==> src/rtl/seq_pattern_tx_if.sv <==
// Parallel-load / serial-out bus between a pattern source and seq_pattern_tx.
// Widths follow the transmitter parameters of the same name.
interface seq_pattern_tx_if #(
  parameter int unsigned WIDTH = 8,
  parameter int unsigned LEN_W = 4,
  parameter int unsigned CNT_W = 4
);
  logic             enable;
  logic             start;
  logic [WIDTH-1:0] pattern;
  logic [LEN_W-1:0] len;
  logic [CNT_W-1:0] reps;
  logic             out;
  logic             out_valid;
  logic             busy;
  logic             done;

  modport master (
    output enable, start, pattern, len, reps,
    input  out, out_valid, busy, done
  );

  modport slave (
    input  enable, start, pattern, len, reps,
    output out, out_valid, busy, done
  );
endinterface

==> src/rtl/seq_pattern_tx.sv <==
// Serial pattern transmitter: shifts a 1..WIDTH bit pattern out MSB-first,
// repeated reps times with GAP idle cycles between repeats.
module seq_pattern_tx #(
  parameter int unsigned WIDTH = 8,
  parameter int unsigned LEN_W = 4,
  parameter int unsigned CNT_W = 4,
  parameter int unsigned GAP   = 0
) (
  input  logic           clk,
  input  logic           reset,
  seq_pattern_tx_if.slave bus
);
  localparam int unsigned GAP_W = (GAP > 1) ? $clog2(GAP) : 1;

  typedef enum logic [1:0] {S_IDLE, S_SEND, S_GAP, S_DONE} state_t;

  state_t           state_q, state_d;
  logic [WIDTH-1:0] pat_q, pat_d;
  logic [LEN_W-1:0] len_q, len_d;
  logic [LEN_W-1:0] idx_q, idx_d;
  logic [CNT_W-1:0] rem_q, rem_d;
  logic [GAP_W-1:0] gap_q, gap_d;
  logic             out_q, out_d;
  logic             valid_q, valid_d;
  logic             busy_q, busy_d;
  logic             done_q, done_d;
  logic [LEN_W-1:0] len_eff;
  logic [CNT_W-1:0] reps_eff;

  // Bit i of p; written as a mask so the index may be wider than needed.
  function automatic logic bit_at(input logic [WIDTH-1:0] p, input logic [LEN_W-1:0] i);
    return |(p & (WIDTH'(1) << i));
  endfunction

  always_comb begin
    len_eff  = (bus.len == '0 || bus.len > LEN_W'(WIDTH)) ? LEN_W'(WIDTH) : bus.len;
    reps_eff = (bus.reps == '0) ? CNT_W'(1) : bus.reps;
  end

  // idx_q is the index of the bit currently on out.
  always_comb begin
    state_d = state_q;
    pat_d   = pat_q;
    len_d   = len_q;
    idx_d   = idx_q;
    rem_d   = rem_q;
    gap_d   = gap_q;
    out_d   = 1'b0;
    valid_d = 1'b0;
    busy_d  = 1'b0;
    done_d  = 1'b0;
    case (state_q)
      S_IDLE: begin
        if (bus.start) begin
          pat_d   = bus.pattern;
          len_d   = len_eff;
          idx_d   = len_eff - LEN_W'(1);
          rem_d   = reps_eff;
          out_d   = bit_at(bus.pattern, len_eff - LEN_W'(1));
          valid_d = 1'b1;
          busy_d  = 1'b1;
          state_d = S_SEND;
        end
      end
      S_SEND: begin
        busy_d = 1'b1;
        if (idx_q != '0) begin
          idx_d   = idx_q - LEN_W'(1);
          out_d   = bit_at(pat_q, idx_q - LEN_W'(1));
          valid_d = 1'b1;
        end else begin
          rem_d = rem_q - CNT_W'(1);
          if (rem_q == CNT_W'(1)) begin
            busy_d  = 1'b0;
            done_d  = 1'b1;
            state_d = S_DONE;
          end else if (GAP > 0) begin
            gap_d   = GAP_W'(GAP - 1);
            state_d = S_GAP;
          end else begin
            idx_d   = len_q - LEN_W'(1);
            out_d   = bit_at(pat_q, len_q - LEN_W'(1));
            valid_d = 1'b1;
          end
        end
      end
      S_GAP: begin
        busy_d = 1'b1;
        if (gap_q == '0) begin
          idx_d   = len_q - LEN_W'(1);
          out_d   = bit_at(pat_q, len_q - LEN_W'(1));
          valid_d = 1'b1;
          state_d = S_SEND;
        end else begin
          gap_d = gap_q - GAP_W'(1);
        end
      end
      S_DONE: begin
        state_d = S_IDLE;
      end
      default: begin
        state_d = S_IDLE;
      end
    endcase
  end

  always_ff @(posedge clk or posedge reset) begin
    if (reset) begin
      state_q <= S_IDLE;
      pat_q   <= '0;
      len_q   <= '0;
      idx_q   <= '0;
      rem_q   <= '0;
      gap_q   <= '0;
      out_q   <= 1'b0;
      valid_q <= 1'b0;
      busy_q  <= 1'b0;
      done_q  <= 1'b0;
    end else if (bus.enable) begin
      state_q <= state_d;
      pat_q   <= pat_d;
      len_q   <= len_d;
      idx_q   <= idx_d;
      rem_q   <= rem_d;
      gap_q   <= gap_d;
      out_q   <= out_d;
      valid_q <= valid_d;
      busy_q  <= busy_d;
      done_q  <= done_d;
    end
  end

  assign bus.out       = out_q;
  assign bus.out_valid = valid_q;
  assign bus.busy      = busy_q;
  assign bus.done      = done_q;
endmodule

==> src/flat_wrapper.sv <==
// flat-port wrapper written by rule: the top's interface ports become plain ports
module seq_pattern_tx_flat 
#(
  parameter int unsigned WIDTH = 8,
  parameter int unsigned LEN_W = 4,
  parameter int unsigned CNT_W = 4,
  parameter int unsigned GAP   = 0
)
  (clk, reset, bus_enable, bus_start, bus_pattern, bus_len, bus_reps, bus_out, bus_out_valid, bus_busy, bus_done);
  seq_pattern_tx_if #(.WIDTH(WIDTH), .LEN_W(LEN_W), .CNT_W(CNT_W)) bus_i ();
  input  logic clk;
  input  logic reset;
  input wire logic [$bits(bus_i.enable)-1:0] bus_enable;
  input wire logic [$bits(bus_i.start)-1:0] bus_start;
  input wire logic [$bits(bus_i.pattern)-1:0] bus_pattern;
  input wire logic [$bits(bus_i.len)-1:0] bus_len;
  input wire logic [$bits(bus_i.reps)-1:0] bus_reps;
  output wire logic [$bits(bus_i.out)-1:0] bus_out;
  output wire logic [$bits(bus_i.out_valid)-1:0] bus_out_valid;
  output wire logic [$bits(bus_i.busy)-1:0] bus_busy;
  output wire logic [$bits(bus_i.done)-1:0] bus_done;
  assign bus_i.enable = bus_enable;
  assign bus_i.start = bus_start;
  assign bus_i.pattern = bus_pattern;
  assign bus_i.len = bus_len;
  assign bus_i.reps = bus_reps;
  assign bus_out = bus_i.out;
  assign bus_out_valid = bus_i.out_valid;
  assign bus_busy = bus_i.busy;
  assign bus_done = bus_i.done;
  seq_pattern_tx #(.WIDTH(WIDTH), .LEN_W(LEN_W), .CNT_W(CNT_W), .GAP(GAP)) u_core (.clk(clk), .reset(reset), .bus(bus_i));
endmodule
==> config.mk <==
export PLATFORM = sky130hd
export DESIGN_NAME = seq_pattern_tx_flat
export DESIGN_NICKNAME = d
export VERILOG_FILES = /design/src/rtl/seq_pattern_tx_if.sv /design/src/rtl/seq_pattern_tx.sv /design/src/flat_wrapper.sv
export SDC_FILE = /design/constraint.sdc
export NUM_CORES = 1
export LEC_CHECK = 0
export BUFFER_PORTS_ARGS = -buffer_cell sky130_fd_sc_hd__buf_4
export CORE_UTILIZATION = 55
export DETAILED_ROUTE_END_ITERATION = 10
export PLACE_DENSITY_LB_ADDON = 0.25
export SLEW_MARGIN = 25
export SYNTH_ARGS = -nofsm -noshare
export SYNTH_HDL_FRONTEND = slang
export SYNTH_SLANG_ARGS = --single-unit
==> constraint.sdc <==
create_clock -name clk -period 5.2 [get_ports clk]
set_input_delay 0.78 -clock clk [delete_from_list [all_inputs] [get_ports clk]]
set_output_delay 0.78 -clock clk [all_outputs]
set_load 0.02 [all_outputs]
* Word level (Yosys, flattened, before mapping) *
Cells that the tools add are included.

storage, ports and cells
  flip-flop bits (word level) = 27

operators by class
  add/sub/neg operators = 5
  $lt $le $gt $ge = 1
  equal/unequal tests = 9
  shift operators = 3
  muxes and demuxes = 30
  bitwise gates (word level) = 3
  reduce and logical (&&, ||, !) cells = 15

operator list
  kind                                                                 number
  4-bit two-way mux                                                    8
  8-bit AND                                                            3
  8-bit OR reduction                                                   3
  1-bit by 4-bit << shifter with 8-bit output (first input constant)   3
  4-bit by 1-bit subtractor with 4-bit output (second input constant)  4
  1-bit two-way mux                                                    12
  4-bit case mux with 3 select lines                                   1
  5-bit AND reduction                                                  2
  1-bit case mux with 3 select lines                                   3
  4-bit zero test                                                      2
  2-bit two-way mux                                                    4
  2-bit case mux with 4 select lines                                   1
  4-bit case mux with 2 select lines                                   1
  2-bit != test (second input constant)                                3
  2-bit == test (second input constant)                                2
  4-bit by 1-bit == test with 1-bit output (second input constant)     1
  4-bit > comparator (second input constant)                           1
  4-bit AND reduction                                                  1
  4-bit nonzero test                                                   1
  3-bit by 2-bit != test with 1-bit output (second input constant)     1
  3-bit AND reduction                                                  1
  3-bit nonzero test                                                   1
  2-bit by 1-bit == test with 1-bit output (second input constant)     1
  2-bit zero test                                                      1
  5 further kinds                                                      5

* Longest topological paths before layout *
  depth after elaboration = 9
  depth in mapped cells = 8
  depth with buffers taken out = 8

* Worst setup path after synthesis *
Ideal clock, no wire load.

  path type = input-to-reg
  start = input port bus_len[3]
  end = register u_core.out_q (netlist: u_core.bus.out)
  library setup time = 131 ps
  data arrival time = 2043 ps
  required time = 5069 ps
  path slack = 3026 ps
  cell stages on the path = 8
  path buffers = 0
  cells stage by stage = nand2b_1 inv_1 ha_1 a22o_1 a221oi_1 mux2i_1 a32oi_1 o211ai_1

on the way
  longest elaborated chain between the ends = 9

RTL lines
  item                                                          line                   source
  start: declaration                                            flat_wrapper.sv:16     input wire logic [$bits(bus_i.len)-1:0] bus_len;
  4-bit > comparator / 4-bit zero test (equally long branches)  seq_pattern_tx.sv:36   len_eff = (bus.len == '0 || bus.len > LEN_W'(WIDTH)) ? LEN_W'(WIDTH) : bus.len;
  1-bit logical OR (*)                                          seq_pattern_tx.sv:36
  4-bit two-way mux (*)                                         seq_pattern_tx.sv:36
  named net u_core.len_eff[0]                                   seq_pattern_tx.sv:27   logic [LEN_W-1:0] len_eff;
  4-bit by 1-bit subtractor with 4-bit output (*)               seq_pattern_tx.sv:59   out_d = bit_at(bus.pattern, len_eff - LEN_W'(1));
  1-bit by 4-bit << shifter with 8-bit output (*)               seq_pattern_tx.sv:32   return |(p & (WIDTH'(1) << i));
  8-bit AND (*)                                                 seq_pattern_tx.sv:32
  8-bit OR reduction (*)                                        seq_pattern_tx.sv:32
  1-bit two-way mux (*)                                         seq_pattern_tx.sv:54   if (bus.start) begin
  1-bit case mux with 3 select lines (*)                        seq_pattern_tx.sv:52   case (state_q)
  end signal: assignment                                        seq_pattern_tx.sv:126  out_q <= out_d;
  end: declaration                                              seq_pattern_tx.sv:23   logic out_q, out_d;

The timed path passes the listed nets; every way through them passes the cells marked *.
A chain may end at the register's enable or synchronous reset.

* Worst setup path after layout *
  start = register u_core.idx_q[0]
  end = register u_core.idx_q[1]

on the way
  longest elaborated chain between the ends = 3

RTL lines
  item                                                                                      line                                        source
  start: declaration                                                                        seq_pattern_tx.sv:20                        logic [LEN_W-1:0] idx_q, idx_d;
  start signal: assignment                                                                  seq_pattern_tx.sv:123                       idx_q <= idx_d;
  4-bit by 1-bit subtractor with 4-bit output / 4-bit nonzero test (equally long branches)  seq_pattern_tx.sv:68, seq_pattern_tx.sv:67
  4-bit two-way mux / 3-bit by 2-bit != test with 1-bit output (equally long branches)      n/a
  4-bit case mux with 3 select lines / 5-bit AND reduction (equally long branches)          n/a

Several ways; a longest one is shown, not always the timed one.

==> results.py <==
metrics = {
    "worst_setup_path": {
        "ff2ff_setup_slack_ns": 3.07,
        "worst-endpoint-arrival_ns": 2.36,
        "setup.worst_path.class": "reg2reg",
        "r2r.worst_path.cells": 6,
        "timing.critical_path.to_type": "register",
        "crit_fanout": 8,
        "critPathLaunchType": "register",
        "crit_chain": "inv_1 > ha_1 > nor3b_4 > nand3_1 > nand3b_2 > mux2_2",
        "cp_slowest_cell": "sky130_fd_sc_hd__dfrtp_1",
        "worstReg2RegEnd": "u_core.idx_q[1]$_DFFE_PP0P_",
        "cp_data_required_time_ns": 5.43,
        "rr_startpoint": "u_core.idx_q[0]$_DFFE_PP0P_",
        "worst_path_largest_cell_delay_ns": 0.49,
    },
    "worst_hold_path": {
        "hold_class": "in2async",
    },
    "timing": {
        "setup-violations-final": 0,
        "period_minus_slack_ns": 2.13,
        "holdWs_ns": 0.490,
        "finClkSkew_ns": 0.00872,
        "unrepaired_setup_endpoints_after_global_routing": "false",
        "timing_max_transition_violations_final": 0,
        "final_min_period_over_clock_period_pct": 41.1,
        "max_freq_mhz": 468,
        "setup_tns_ns": 0,
        "max_slew_margin_pct": 60.5,
        "final_hold_viol_count": 0,
        "tightest_slew_ns": 0.591,
    },
    "final_layout": {
        "n_fill_cell": 277,
        "drive_above_1_share_pct": 21.2,
        "area_delta_synth_final_pct": 12.3,
        "num_antenna_cells": 0,
        "final_core_occ_pct": 65.5,
        "final_nets": 251,
    },
    "clock_tree": {
        "tritoncts_num_sinks": 25,
        "worstSkewPairLatency_ns": 0.33,
        "clock_tree_from_tritoncts": "done",
        "cts_htree_levels": 1,
        "post_cts_setup_buffer_count": 0,
        "cts.path.max_buffers": 2,
        "cts_hold_buffers": 0,
        "clock-root-buffer": "sky130_fd_sc_hd__clkbuf_4",
        "post_cts.resized_instances": 0,
        "tritoncts.num_buffers": 3,
        "cts.reportedPaths.clkPinSlew_ns": 0.14,
    },
    "die": {
        "core_sq_um": 3080,
        "floorplan.rows": 20,
        "die_x_um": 59.1,
        "die_h_um": 59.1,
        "die_area_sq_um": 3500,
        "num_io_pins": 24,
        "floorplan.initialDensity_pct": 58.3,
    },
    "place": {
        "place.detailed.hpwl_um": 2980,
        "place.gp.congestion": 0.850,
        "placement.io_buffers": 23,
    },
    "power": {
        "powerDensity_nw_per_um2": 521,
        "total_leakage_power_nw": 0.984,
        "fin_total_pwr_mw": 1.05,
        "max-vdd-ir-drop_mv": 0.224,
    },
    "routing": {
        "routed_via_density": 5.79,
        "vias": 1460,
        "avgRoutedWirePerCell_um": 15.3,
        "drt_iter0_markers": 63,
        "drc": 0,
        "detail_route.first_pass.iterations": 4,
        "drt_total_wl_um": 3850,
        "route.antenna.remaining_nets": 0,
    },
    "synth": {
        "yosys_warnings": 0,
        "syn-cell-area_sq_um": 1800,
        "synth_enable_flop_cells": 0,
        "yosysUniqueCellTypes": 41,
        "postSynth.asyncResetShare_pct": 100,
        "ys_dominant_reg_cell": "sky130_fd_sc_hd__dfrtp_1",
        "mappedNetlistNets": 227,
        "synthesized_flop_and_latch_total": 25,
        "postSynthAreaPerCell_sq_um": 9.71,
        "synth-seq-area-share_pct": 34.8,
        "postSynthCellCount": 185,
    },
    "global_route": {
        "first_pass_grt_wire_length_um": 6600,
        "maximum_number_of_pins_on_one_net_before_global_route_repair": 26,
        "antenna_found_initial": 0,
        "first_global_vias": 1440,
        "grt-ovfl-total": 0,
        "grt_util_all_layers_pct": 25.3,
    },
    "run_status": {
        "status": "finished, final reports clean",
    },
    "run": {
        "max-cap-violations": 0,
    },
}
==> cell usage in the layout (no fill, tap or decap), drive strengths merged, types with 2 or more instances in the layout <==
cell type	instances
nand2b	6
dfrtp	25
o31ai	5
a221oi	3
mux2	11
nand3	4
inv	16
xnor2	3
a22oi	4
nor3b	2
o21ai	14
mux2i	4
nor3	5
buf	23
clkbuf	4
nor2	7
ha	22
or2b	2
nand2	15
a22o	6
a31oi	2
a21oi	11
==> metal layers <==
metal / GRT usage (%) / share of wire (%) / vias to the layer above
met5: 0 / 0 / -
met4: 9.52 / 1.3 / 0
met3: 2.62 / 2.3 / 6
met2: 46.1 / 54 / 31
met1: 30.5 / 43 / 716
li1: - / - / 707
==> Yosys cell counts (all sizes together) (2+ instances only) <==
| cell | n | share of area, % |
|---|---|---|
| dfrtp | 25 | 35 |
| ha | 22 | 15 |
| inv | 16 | 3.3 |
| nand2 | 15 | 3.3 |
| o21ai | 14 | 3.9 |
| a21oi | 11 | 3.1 |
| mux2 | 11 | 6.9 |
| nor2 | 7 | 1.5 |
| a22o | 6 | 2.9 |
| nand2b | 6 | 2.1 |
| nor3 | 5 | 1.4 |
| o31ai | 5 | 2.1 |
| a22oi | 4 | 1.7 |
| mux2i | 4 | 2.2 |
| nand3 | 4 | 1.1 |
| a221oi | 3 | 1.5 |
| buf | 3 | 1.7 |
| xnor2 | 3 | 1.5 |
| a31oi | 2 | 0.70 |
| nor3b | 2 | 1.5 |
| or2b | 2 | 0.91 |
==> worst max-delay path: cells and delay by family (launching register included) <==
kind,cells,cell delay (ns)
fa+ha+maj,1,0.27
simple gates,3,0.77
mux,1,0.36
buf+inv,1,0.15
flops,1,0.49
==> area by class of cell <==
class / instances / area [sq um] / area share (%)
inverter: 16 / 60.1 / 2.98
multi-input combinational: 140 / 1080 / 53.4
sequential: 25 / 626 / 31.0
timing repair buffer: 23 / 173 / 8.57
clock buffer: 4 / 26.3 / 1.30
tap: 44 / 55.1 / 2.73
==> report_power, final <==
group	total, mW	leakage, nW	internal (mW)	switching [mW]
registers	0.374	0.319	0.274	0.100
clock network	0.0897	0.0150	0.0301	0.0597
logic	0.585	0.650	0.271	0.314
==> worst max-delay path by stage <==
| stage | start | to | slack [ns] | depth (start not counted) |
|---|---|---|---|---|
| 3_3_place_gp | bus_len[3] | u_core.bus.out$_DFFE_PP0P_ | 2.86 | 9 |
| 4_1_cts | u_core.idx_q[0]$_DFFE_PP0P_ | u_core.idx_q[1]$_DFFE_PP0P_ | 3.09 | 6 |
| 6_report | u_core.idx_q[0]$_DFFE_PP0P_ | u_core.idx_q[1]$_DFFE_PP0P_ | 3.07 | 6 |
| 2_1_floorplan | bus_len[3] | u_core.bus.out$_DFFE_PP0P_ | 3.03 | 8 |
| 3_5_place_dp | bus_len[3] | u_core.bus.out$_DFFE_PP0P_ | 2.76 | 9 |
| 5_1_grt | u_core.idx_q[0]$_DFFE_PP0P_ | u_core.idx_q[1]$_DFFE_PP0P_ | 2.89 | 6 |
==> registers in the layout, indices dropped and copies added, names as in the netlist <==
name and count:
u_core.pat_q 8, u_core.idx_q 4, u_core.len_q 4, u_core.rem_q 4, u_core.state_q 2, u_core.bus.busy 1, u_core.bus.done 1, u_core.bus.out 1
==> cells by family (layout without fill, tap and decap cells) <==
group / count (synthesis) / in the layout / synth area share, %
buffers and inverters: 20 / 43 / 5.23
xor gates and xnor gates: 4 / 4 / 1.95
and+or+nand+nor: 47 / 47 / 14.1
AOI/OAI and AO/OA: 52 / 52 / 19.4
DFF: 25 / 25 / 34.8
adders and majority gates: 22 / 22 / 15.3
muxes: 15 / 15 / 9.13
==> through the flow <==
step | area [sq um] | instances | worst slack, ns
final | 2020 | 252 | 3.07
after floorplan | 1800 | 185 | 3.03
after detailed placement | 1990 | 248 | 2.76
after global routing | 2020 | 252 | 2.89
after CTS | 2020 | 252 | 3.09
after global placement | 1990 | 248 | 2.86
No activity file was read; power rests on OpenSTA's default activity.
